## src/rtl/argmax_classifier.sv

```systemverilog
// Sequential argmax over one vector of signed logits, one compare per clock.
// Optional macro ARGMAX_MARGIN_EN adds margin_o (best minus second best).
module argmax_classifier #(
  parameter int DATA_WIDTH = 32,
  parameter int FRAC_WIDTH = 16,
  parameter int N_NEURONS  = 10,
  localparam int IDX_WIDTH = (N_NEURONS > 1) ? $clog2(N_NEURONS) : 1
) (
  input  logic                         clk_i,
  input  logic                         rst_ni,
  input  logic signed [DATA_WIDTH-1:0] logits_i [N_NEURONS],
  input  logic                         in_valid_i,
  output logic                         in_ready_o,
  output logic        [IDX_WIDTH-1:0]  class_o,
  output logic signed [DATA_WIDTH-1:0] max_logit_o,
`ifdef ARGMAX_MARGIN_EN
  output logic signed [DATA_WIDTH-1:0] margin_o,
`endif
  output logic                         out_valid_o,
  input  logic                         out_ready_i,
  output logic                         busy_o
);

  if (N_NEURONS < 1) begin : g_n_chk
    $error("N_NEURONS must be at least 1");
  end
  if (FRAC_WIDTH > DATA_WIDTH) begin : g_frac_chk
    $error("FRAC_WIDTH must not exceed DATA_WIDTH");
  end

  typedef enum logic [1:0] {
    IDLE,
    SCAN,
    DONE
  } state_e;

  localparam logic [IDX_WIDTH-1:0] LAST =
    IDX_WIDTH'(N_NEURONS - 1);
  localparam logic signed [DATA_WIDTH-1:0] MAXV =
    {1'b0, {(DATA_WIDTH-1){1'b1}}};
  localparam logic signed [DATA_WIDTH-1:0] MINV =
    {1'b1, {(DATA_WIDTH-1){1'b0}}};

  state_e                       state_q, state_d;
  logic signed [DATA_WIDTH-1:0] cap_q [N_NEURONS];
  logic signed [DATA_WIDTH-1:0] cap_d [N_NEURONS];
  logic signed [DATA_WIDTH-1:0] best_val_q, best_val_d;
  logic        [IDX_WIDTH-1:0]  best_idx_q, best_idx_d;
  logic        [IDX_WIDTH-1:0]  idx_q, idx_d;
  logic signed [DATA_WIDTH-1:0] cur;
`ifdef ARGMAX_MARGIN_EN
  logic signed [DATA_WIDTH-1:0] second_q, second_d;
  logic signed [DATA_WIDTH:0]   diff;
  logic signed [DATA_WIDTH-1:0] sat;
`endif

  // Next-state: capture on accept, one running compare per SCAN cycle.
  always_comb begin
    state_d    = state_q;
    cap_d      = cap_q;
    best_val_d = best_val_q;
    best_idx_d = best_idx_q;
    idx_d      = idx_q;
`ifdef ARGMAX_MARGIN_EN
    second_d   = second_q;
`endif
    cur        = cap_q[idx_q];
    case (state_q)
      IDLE: begin
        if (in_valid_i) begin
          cap_d      = logits_i;
          best_val_d = logits_i[0];
          best_idx_d = '0;
          idx_d      = IDX_WIDTH'(1);
`ifdef ARGMAX_MARGIN_EN
          second_d   = MINV;
`endif
          state_d    = (N_NEURONS == 1) ? DONE : SCAN;
        end
      end
      SCAN: begin
        if (cur > best_val_q) begin
          best_val_d = cur;
          best_idx_d = idx_q;
`ifdef ARGMAX_MARGIN_EN
          second_d   = best_val_q;
        end else if (cur > second_q) begin
          second_d   = cur;
`endif
        end
        idx_d = idx_q + IDX_WIDTH'(1);
        if (idx_q == LAST) state_d = DONE;
      end
      DONE: begin
        if (out_ready_i) state_d = IDLE;
      end
      default: state_d = IDLE;
    endcase
  end

  // State and datapath registers.
  always_ff @(posedge clk_i or negedge rst_ni) begin
    if (!rst_ni) begin
      state_q    <= IDLE;
      for (int i = 0; i < N_NEURONS; i++) cap_q[i] <= '0;
      best_val_q <= '0;
      best_idx_q <= '0;
      idx_q      <= '0;
`ifdef ARGMAX_MARGIN_EN
      second_q   <= MINV;
`endif
    end else begin
      state_q    <= state_d;
      cap_q      <= cap_d;
      best_val_q <= best_val_d;
      best_idx_q <= best_idx_d;
      idx_q      <= idx_d;
`ifdef ARGMAX_MARGIN_EN
      second_q   <= second_d;
`endif
    end
  end

`ifdef ARGMAX_MARGIN_EN
  // Margin is non-negative; saturate when it overflows DATA_WIDTH.
  always_comb begin
    diff = {best_val_q[DATA_WIDTH-1], best_val_q}
         - {second_q[DATA_WIDTH-1], second_q};
    sat  = diff[DATA_WIDTH-1:0];
    if (diff[DATA_WIDTH] ^ diff[DATA_WIDTH-1]) sat = MAXV;
    if (N_NEURONS == 1) sat = MAXV;
    margin_o = (state_q == DONE) ? sat : '0;
  end
`endif

  assign in_ready_o  = (state_q == IDLE);
  assign out_valid_o = (state_q == DONE);
  assign busy_o      = (state_q != IDLE);
  assign class_o     = best_idx_q;
  assign max_logit_o = best_val_q;

endmodule

```

## config.mk

```make
export PLATFORM = sky130hd
export DESIGN_NAME = argmax_classifier
export DESIGN_NICKNAME = d
export VERILOG_FILES = /design/src/rtl/argmax_classifier.sv
export SDC_FILE = /design/constraint.sdc
export NUM_CORES = 1
export LEC_CHECK = 0
export ABC_CLOCK_PERIOD_IN_PS = 5110
export CAP_MARGIN = 20
export CORE_ASPECT_RATIO = 0.75
export CORE_MARGIN = 3
export CORE_UTILIZATION = 30
export CTS_CLUSTER_DIAMETER = 200
export DETAILED_ROUTE_END_ITERATION = 10
export PLACE_DENSITY_LB_ADDON = 0.3
export SLEW_MARGIN = 0
export SYNTH_ARGS = -nofsm -noshare
export SYNTH_HDL_FRONTEND = slang
export SYNTH_SLANG_ARGS = --single-unit
export TNS_END_PERCENT = 30
```

## constraint.sdc

```tcl
create_clock -name clk_i -period 5.11 [get_ports clk_i]
set_input_delay 1.2775 -clock clk_i [delete_from_list [all_inputs] [get_ports clk_i]]
set_output_delay 1.2775 -clock clk_i [all_outputs]
set_load 0.01 [all_outputs]
```

# After elaboration in Yosys (flattened, before gate mapping)
# Index checks and enable logic that the tools add are counted.
[word_totals]
reg_bits = 362
latch_bits = 0
ramBits = 0
rom_bits = 0
inputBits = 324
word_cells = 47
mem_count = 0
[op_classes]
add_sub_neg = 1
multipliers = 0
div_mod_pow = 0
n_lt_le_gt_ge = 2
eq_ne = 7
shift = 0
muxes = 15
bitwise = 1
n_reduce_logical = 7
[op_table]
columns = ["op", "n"]
rows = [
  ["binary-select mux 32 bit (select 4 bit)", 1],
  ["2-to-1 mux 32 bit", 4],
  ["one-hot mux 32 bit (2 select lines)", 1],
  ["greater-than comparator 32 bit", 1],
  ["one-hot mux 4 bit (2 select lines)", 2],
  ["2-to-1 mux 4 bit", 3],
  ["2-to-1 mux 2 bit", 3],
  ["!= test 2 bit, second input constant", 3],
  ["one-hot mux 2 bit (3 select lines)", 1],
  ["AND reduction 3 bit", 2],
  [">= comparator 5 bit, second input constant", 1],
  ["NOT 4 -> 5 bit", 1],
  ["adder 4 x 1 -> 4 bit, second input constant", 1],
  ["== test 4 bit, second input constant", 1],
  ["AND reduction 2 bit", 2],
  ["nonzero test 2 bit", 2],
  ["== test 2 x 1 -> 1 bit, second input constant", 1],
  ["== test 2 bit, second input constant", 1],
  ["logical NOT 2 bit", 1],
  ["!= test 2 x 1 -> 1 bit, second input constant", 1],
]

# Longest topological paths before layout
# Gate-level depths: netlist (run 1).
[depth]
ltp_word = 7
mapped_depth = 15
depth_no_buf = 11

# Worst setup path before layout (run 1)
# OpenSTA, ideal clock, no wires.
[synth_timing]
kind = "register to register"
startpoint = "register idx_q[0]"
endpoint = "register best_idx_q[0] (netlist: class_o[0])"
t_arrival_ns = 3.651
t_required_ns = 5.031
setup_slack_ns = 1.379
stages_incl_launch_ff = 15
path_buffers = 3
synth_period_minus_slack_ns = 3.731
path_cell_list = "dfrtp_1 buf_2 buf_2 mux4_2 mux2i_1 o22ai_1 ha_1 nand3_1 or4_1 or2_1 a31o_1 o211ai_2 and2_1 buf_2 mux2i_1"
[synth_between]
elab_chain_len = 7
word_cells_on_any_way = 9
cone_classes = "1 x order compare; 1 x eq/ne; 5 x mux; 1 x bitwise; 1 x reduce/logical"
[synth_lines]
columns = ["item", "line_no", "source"]
rows = [
  ["start, declared", "49", "logic [IDX_WIDTH-1:0] idx_q, idx_d;"],
  ["start signal, assigned", "117", "idx_q <= idx_d;"],
  ["NOT 4 -> 5 bit (implied by the code)", "67", "cur = cap_q[idx_q];"],
  ["binary-select mux 32 bit (select 4 bit)", "67", ""],
  ["2-to-1 mux 32 bit (implied by the code) (2 in series)", "67", ""],
  ["greater-than comparator 32 bit", "82", "if (cur > best_val_q) begin"],
  ["!= test 2 bit (no line)", "n/a", ""],
  ["AND reduction 3 bit (no line)", "n/a", ""],
  ["end signal, assigned", "116", "best_idx_q <= best_idx_d;"],
  ["end, declared", "48", "logic [IDX_WIDTH-1:0] best_idx_q, best_idx_d;"],
]
# Parallel ways exist; a longest one is shown, timed or not. The select of a mux whose other input is x is not followed.
# A chain may end at the register's enable or synchronous reset.

# Worst setup path after layout (run 1)
[layout_timing]
startpoint = "register idx_q[0]"
endpoint = "register best_val_q[5] (netlist: max_logit_o[5])"
[layout_between]
elab_chain_len = 7
word_cells_on_any_way = 9
cone_classes = "1 x order compare; 1 x eq/ne; 5 x mux; 1 x bitwise; 1 x reduce/logical"
[layout_lines]
columns = ["item", "line_no", "source"]
rows = [
  ["NOT 4 -> 5 bit (implied by the code) *", "67", ""],
  ["binary-select mux 32 bit (select 4 bit) *", "67", ""],
  ["2-to-1 mux 32 bit (implied by the code) * (2 in series)", "67", ""],
  ["greater-than comparator 32 bit", "82", ""],
  ["!= test 2 bit (no line)", "n/a", ""],
  ["AND reduction 3 bit (no line)", "n/a", ""],
  ["end signal, assigned", "115", "best_val_q <= best_val_d;"],
  ["end, declared", "47", "logic signed [DATA_WIDTH-1:0] best_val_q, best_val_d;"],
]
# Every way passes the cells marked *; elsewhere a longest branch is shown, timed or not. The select of a mux whose other input is x is not followed.

==> results of run 1 <==
-- cell usage after synthesis, types with 2 or more instances --
cell / instances / area (um^2)
sky130_fd_sc_hd__a21o_1: 3 / 22.52
sky130_fd_sc_hd__a21oi_1: 12 / 60.06
sky130_fd_sc_hd__a221oi_1: 3 / 26.28
sky130_fd_sc_hd__and2_1: 3 / 18.77
sky130_fd_sc_hd__buf_1: 6 / 22.52
sky130_fd_sc_hd__buf_2: 13 / 65.06
sky130_fd_sc_hd__buf_6: 3 / 33.78
sky130_fd_sc_hd__clkbuf_1: 88 / 330.3
sky130_fd_sc_hd__dfrtp_1: 362 / 9059
sky130_fd_sc_hd__ha_1: 34 / 425.4
sky130_fd_sc_hd__inv_1: 36 / 135.1
sky130_fd_sc_hd__mux2i_1: 131 / 1311
sky130_fd_sc_hd__mux4_2: 64 / 1441
sky130_fd_sc_hd__nand2_1: 921 / 3457
sky130_fd_sc_hd__nand2b_1: 3 / 18.77
sky130_fd_sc_hd__nand3_1: 8 / 40.04
sky130_fd_sc_hd__nand4_1: 4 / 25.02
sky130_fd_sc_hd__nor2_1: 9 / 33.78
sky130_fd_sc_hd__nor2b_1: 2 / 12.51
sky130_fd_sc_hd__o21ai_0: 39 / 195.2
sky130_fd_sc_hd__o22ai_1: 32 / 200.2
-- flip-flops by register name (all words and copies together), names as in the netlist --
signal and flops:
cap_q 320, class_o 4, idx_q 4, max_logit_o 32, state_q 2
-- critical path: stages, from the launching register on --
cell	delay [ns]
sky130_fd_sc_hd__dfrtp_4	0.77
sky130_fd_sc_hd__buf_4	0.47
sky130_fd_sc_hd__mux4_2	0.58
sky130_fd_sc_hd__mux2i_1	0.14
sky130_fd_sc_hd__o22ai_1	0.12
sky130_fd_sc_hd__ha_1	0.33
sky130_fd_sc_hd__a21oi_1	0.18
sky130_fd_sc_hd__o21ai_0	0.19
sky130_fd_sc_hd__a221oi_1	0.49
sky130_fd_sc_hd__a31o_1	0.24
sky130_fd_sc_hd__o211ai_2	0.13
sky130_fd_sc_hd__a21oi_4	0.15
sky130_fd_sc_hd__buf_4	0.41
sky130_fd_sc_hd__mux2i_1	0.25
-- per-stage QoR --
| step | instance area (um^2) | total power, mW | instances |
|---|---|---|---|
| floorplan | 17040 | 9.653 | 1789 |
| global placement | 21480 | 11.91 | 2789 |
| global route | 22950 | 16.35 | 2862 |
| CTS | 22950 | 15.39 | 2862 |
| detailed placement | 21480 | 12.09 | 2789 |
| finish | 22960 | 15.17 | 2864 |
-- area by class of cell --
class / instances / area share
clock inverters: 21 / 0.01439
well taps: 722 / 0.03935
diodes: 2 / 0.0002180
clock buffers: 52 / 0.04998
multi-input cells: 1280 / 0.3231
flip-flops and latches: 362 / 0.3950
inverters: 37 / 0.006049
repair buffers: 388 / 0.1720
-- cells by family (layout without fill, tap and decap cells) --
logic type | Yosys count | after routing | synth area share
and+or+nand+nor | 954 | 954 | 0.2130
DFF | 362 | 362 | 0.5315
muxes | 196 | 196 | 0.1622
buffers and inverters | 147 | 498 | 0.03465
AOI/OAI and AO/OA | 95 | 95 | 0.03318
adders and majority gates | 34 | 34 | 0.02496
xor gates and xnor gates | 1 | 1 | 0.0005140
other | 0 | 2 | 0
-- per-layer routing --
layer | vias up | routed length [um] | GRT usage
met5 | - | 45 | 0
met4 | 8 | 717 | 0.03456
met3 | 54 | 3674 | 0.04402
met2 | 362 | 24020 | 0.2765
met1 | 6616 | 25000 | 0.2555
li1 | 6473 | - | -
-- worst paths after layout --
kind                                             start                    endpoint  slack (ns)  depth (start not counted)
max in group asynchronous                       rst_ni      cap_q[114]$_DFFE_PN0P_        3.11                          2
worst min-delay path            cap_q[196]$_DFFE_PN0P_      cap_q[196]$_DFFE_PN0P_        0.47                          2
min in group asynchronous                       rst_ni      cap_q[165]$_DFFE_PN0P_        0.85                          1
worst max register to register    idx_q[0]$_DFFE_PN0P_  max_logit_o[5]$_DFFE_PN0P_        0.56                         13
worst max-delay path              idx_q[0]$_DFFE_PN0P_  max_logit_o[5]$_DFFE_PN0P_        0.56                         13
worst min register to register  cap_q[196]$_DFFE_PN0P_      cap_q[196]$_DFFE_PN0P_        0.47                          2
-- report_power, final --
part           internal (mW)  switching, mW  leakage (nW)
registers               4.21          0.817          4.53
clock network           2.00           1.24         0.718
logic                   3.19           3.71          6.07
total                   9.41           5.76          11.3
==> impl_metrics.ini, run 1 <==
[clocking]
cts.clk_slew.worst_paths_ns = 0.06
clock_latency_ns = 0.55
cts_resized = 0
post-cts-setup-buffers = 0
tritoncts.num_buffers = 40
cts_h_tree_depth = 2
cts_root_buf = sky130_fd_sc_hd__clkbuf_16
clockBufferDepth = 3
clock_sinks = 362
post_cts_hold_buffer_count = 0
tritoncts = built

[finish]
multi_input_area_um2 = 7417
utilization = 0.4153
synthToLayoutAreaGrowth_pct = 34.70
mostFrequentLayoutCell = sky130_fd_sc_hd__nand2_1
filler_cell_count = 5365
register_area_um2 = 9067
finalNetCount = 2467
layout_common_cells = sky130_fd_sc_hd__nand2_1 (920), sky130_fd_sc_hd__clkdlybuf4s50_1 (361), sky130_fd_sc_hd__dfrtp_1 (359), sky130_fd_sc_hd__mux2i_1 (131), sky130_fd_sc_hd__mux4_2 (64)
layout_cell_share_with_drive_strength_beyond_1 = 0.08037

[floorplan]
chipWidth_um = 281.2
dieHeight_um = 212.4
start_util = 0.3083
area_enclosed_by_the_die_boundary_um2 = 59740
placementRows = 74
pin_count = 363
core_area_um2 = 55280

[timing]
finalHoldViolCount = 0
rsz0062_at_grt = no
timing.final.crit_period_ns = 4.548
report.final.setup_viol = 0
timing.clock.skew_ns = 0.02246
hold-worst-slack_ns = 0.4717
post_layout_worst_setup_margin_ns = 0.5619
timing.fmax_mhz = 219.9
worst_slew_pin_slew_ns = 0.9711
slew_limit_headroom = 0.3526
finalCritPeriodShare = 0.8900
slew_viol_final = 0
fin_tns_setup_ns = 0

[synthesis]
synth_async_sr_flop_share = 1.000
yosysWarningCount = 0
ys_ff_latch = 362
synth_cell_type_count = 34
ys_dominant_reg_cell = sky130_fd_sc_hd__dfrtp_1
syn_inst = 1789
synth_sequential_area_ratio = 0.5315
netlist_area_um2 = 17040
synth.net_count = 2147
count_of_flip_flops_with_a_built_in_enable_after_synthesis = 0
synthesized_area_per_cell_um2 = 9.527

[route]
route.vias.total = 13510
drc = 0
drtAntennaViolNets = 0
routedWlPerCell_um = 18.66
avgViaCountPerCell = 4.718
drt-pass1-iter-count = 5
routed_wirelength_um = 53450
drt-initial-drc-count = 1038

[placed_design]
rd_place_congestion = 0.8345
post-dp-hpwl_um = 38620
place.port_buffers = 362
dp_worst_setup_slack_ns = 0.4836

[critical_path]
crit_path_end_kind = flop
setup.worst_path.start_class = flop
crit_type = reg -> reg
signal_arrival_time_at_the_worst_endpoint_ns = 5.02
critical_path_required_ns = 5.58
cp_max_fo = 24

[global_route]
grt.total_usage = 0.1783
grt_antenna_before_repair = 5
gr_ovfl_total = 0
grt_max_degree = 124
grt_pass1_vias = 14170
global_route_wire_length_before_repair_um = 82110

[worst_hold_path]
holdCritPathClass = reg -> reg

[pwr]
vdd.ir_drop.worst_uv = 600.0
powerDensity_nw_per_um2 = 660.6
static-leakage-power_nw = 11.32

[status]
status = finished clean

[run]
maxCapViolCount = 0
Note: power is estimated with default switching activity, not from simulation.
==> inputs of run 2 (changes only) <==
CORE_ASPECT_RATIO = not set   (was 0.75)
CORE_UTILIZATION = 52   (was 30)
==> run 2 against run 1 <==
Register-to-register slack got worse by 0.22 ns; power decreased by 2.6%; non-clock buffer count is 1 lower; worst hold slack is essentially flat; critical path depth grew 1; largest cell class unchanged; sequential power increased by 2%; combinational power is 3.6% lower; highest routed layer unchanged; worst setup slack lost 0.22 ns; largest power group unchanged.
==> impl_metrics.ini, run 2 (synthesis gave the netlist of run 1 again) <==
[placed_design]
place.port_buffers = 362
post-dp-hpwl_um = 33750
place_area_um2 = 21100
rd_place_congestion = 0.8340
dp_worst_setup_slack_ns = 0.5167

[finish]
filler_cell_count = 2291
layout_common_cells = sky130_fd_sc_hd__nand2_1 (920), sky130_fd_sc_hd__clkdlybuf4s50_1 (361), sky130_fd_sc_hd__dfrtp_1 (359), sky130_fd_sc_hd__mux2i_1 (131), sky130_fd_sc_hd__mux4_2 (64)
utilization = 0.7032
largest_register_ffs = 320
final_cell_area_um2 = 22470
layout_cell_share_with_drive_strength_beyond_1 = 0.07681
finalNetCount = 2464
synthToLayoutAreaGrowth_pct = 31.86
mostFrequentLayoutCell = sky130_fd_sc_hd__nand2_1
max_flop_register = cap_q

[pwr]
vdd.ir_drop.worst_uv = 760.5
post-layout-total-power_mw = 14.78
static-leakage-power_nw = 11.27
powerDensity_nw_per_um2 = 657.6

[clocking]
clockBufferDepth = 3
clock_latency_ns = 0.52
post-cts-setup-buffers = 0
cts.clk_slew.worst_paths_ns = 0.06
cts_h_tree_depth = 2
clock_sinks = 362
tritoncts.num_buffers = 38
cts_resized = 0
post_cts_hold_buffer_count = 0
cts_root_buf = sky130_fd_sc_hd__clkbuf_16
tritoncts = built

[timing]
timing.fmax_mhz = 209.7
finalHoldViolCount = 0
slew_limit_headroom = 0.3380
timing.final.crit_period_ns = 4.770
finalCritPeriodShare = 0.9334
worst_slew_pin_slew_ns = 0.9931
rsz0062_at_grt = no
report.final.setup_viol = 0
post_layout_worst_setup_margin_ns = 0.3402
slew_viol_final = 0
timing.clock.skew_ns = 0.01457
fin_tns_setup_ns = 0

[floorplan]
start_util = 0.5333
core_area_um2 = 31960
chipWidth_um = 187.0
pin_count = 363
dieHeight_um = 187.0
placementRows = 65
area_enclosed_by_the_die_boundary_um2 = 34990

[worst_hold_path]
worst_hold_path.endpoint = cap_q[255]$_DFFE_PN0P_
cell_depth_of_the_worst_min_delay_path = 2
holdCritPathClass = reg -> reg
timing.hold.worst.start = cap_q[255]$_DFFE_PN0P_

[critical_path]
crit_path_end_kind = flop
most_frequent_cell_on_the_critical_path = sky130_fd_sc_hd__buf_4
timing.rr.end = max_logit_o[14]$_DFFE_PN0P_
r2r.worst_path.cells = 14
worst_path_cell_chain = buf_4, buf_4, mux4_2, mux2i_1, o22ai_1, ha_1, a21oi_1, o21ai_0, a221oi_1, a31o_1, o211ai_2, a21oi_4, buf_4, mux2i_1
setup.worst_path.start_class = flop
path_delay_family = compound AO/OA/AOI/OAI gates
cp_max_fo = 32
timing.critical_path.slowest_cell_delay_ns = 0.60
worstSetupPathDepth = 14
rrSetupSlack_ns = 0.34
crit_type = reg -> reg
critical_path_required_ns = 5.53
critPathBufInv = 3
signal_arrival_time_at_the_worst_endpoint_ns = 5.19
critical-path-slowest-cell = sky130_fd_sc_hd__dfrtp_4
reg2reg_from = idx_q[0]$_DFFE_PN0P_

[route]
drc = 0
drtAntennaViolNets = 0
drt-initial-drc-count = 1130
routed_wirelength_um = 47940
avgViaCountPerCell = 5.375
drt-pass1-iter-count = 5
routedWlPerCell_um = 18.64
route.vias.total = 13820

[global_route]
grt.total_usage = 0.2751
gr_ovfl_total = 0
grt_antenna_before_repair = 3
global_route_wire_length_before_repair_um = 77450
grt_pass1_vias = 14460
grt_max_degree = 129

[status]
status = finished clean

[run]
maxCapViolCount = 0
run 2: cell count changes in the layout (fill, tap and decap cells not counted), moves of 2 or more:
cell | before | now
sky130_fd_sc_hd__clkbuf_1 | 3 | 6
sky130_fd_sc_hd__clkbuf_16 | 41 | 39
sky130_fd_sc_hd__clkinvlp_4 | 4 | 1
sky130_fd_sc_hd__bufinv_16 | 8 | 6
sky130_fd_sc_hd__inv_6 | 4 | 1
sky130_fd_sc_hd__clkbuf_8 | 8 | 11
run 2: final cells by class:
type	instances	area [um^2]	share of cell area
Clock buffer	56	1150	0.05116
Timing Repair Buffer	387	3929	0.1748
Multi-Input combinational cell	1280	7417	0.3300
Tap cell	435	544.3	0.02422
Antenna cell	1	2.502	0.0001113
Clock inverter	13	225.2	0.01002
Inverter	37	138.9	0.006180
Sequential cell	362	9067	0.4035
run 2: how the worst max path moves through the flow:
stage,from,endpoint
2_1_floorplan,idx_q[0]$_DFFE_PN0P_,class_o[0]$_DFFE_PN0P_
3_3_place_gp,idx_q[0]$_DFFE_PN0P_,max_logit_o[11]$_DFFE_PN0P_
3_5_place_dp,idx_q[0]$_DFFE_PN0P_,max_logit_o[22]$_DFFE_PN0P_
4_1_cts,idx_q[0]$_DFFE_PN0P_,max_logit_o[14]$_DFFE_PN0P_
5_1_grt,idx_q[0]$_DFFE_PN0P_,max_logit_o[14]$_DFFE_PN0P_
6_report,idx_q[0]$_DFFE_PN0P_,max_logit_o[14]$_DFFE_PN0P_
run 2: stage by stage:
step           hold WS (ns)  instances
2_1_floorplan        0.4403       1789
3_3_place_gp         0.4524       2501
3_5_place_dp         0.4594       2501
4_1_cts              0.4740       2570
5_1_grt              0.4844       2571
6_report             0.4712       2571
run 2: worst reg2reg max path: cells and delay by family (launching register included):
kind / cells / cell delay (ns)
adders and majority gates: 1 / 0.35
muxes: 3 / 1.07
DFF: 1 / 0.60
AOI/OAI and AO/OA: 7 / 1.39
buffers and inverters: 3 / 1.27
run 2: per-layer routing:
layer	track usage	wire length [um]
met1	0.3684	19770
met3	0.06109	3397
met2	0.4530	23250
met4	0.08636	1495
met5	0	27
run 2: power by group:
part	internal, mW	switching [mW]	total, mW
clock network	1.87	1.15	3.01
registers	4.22	0.896	5.11
logic	3.16	3.49	6.65
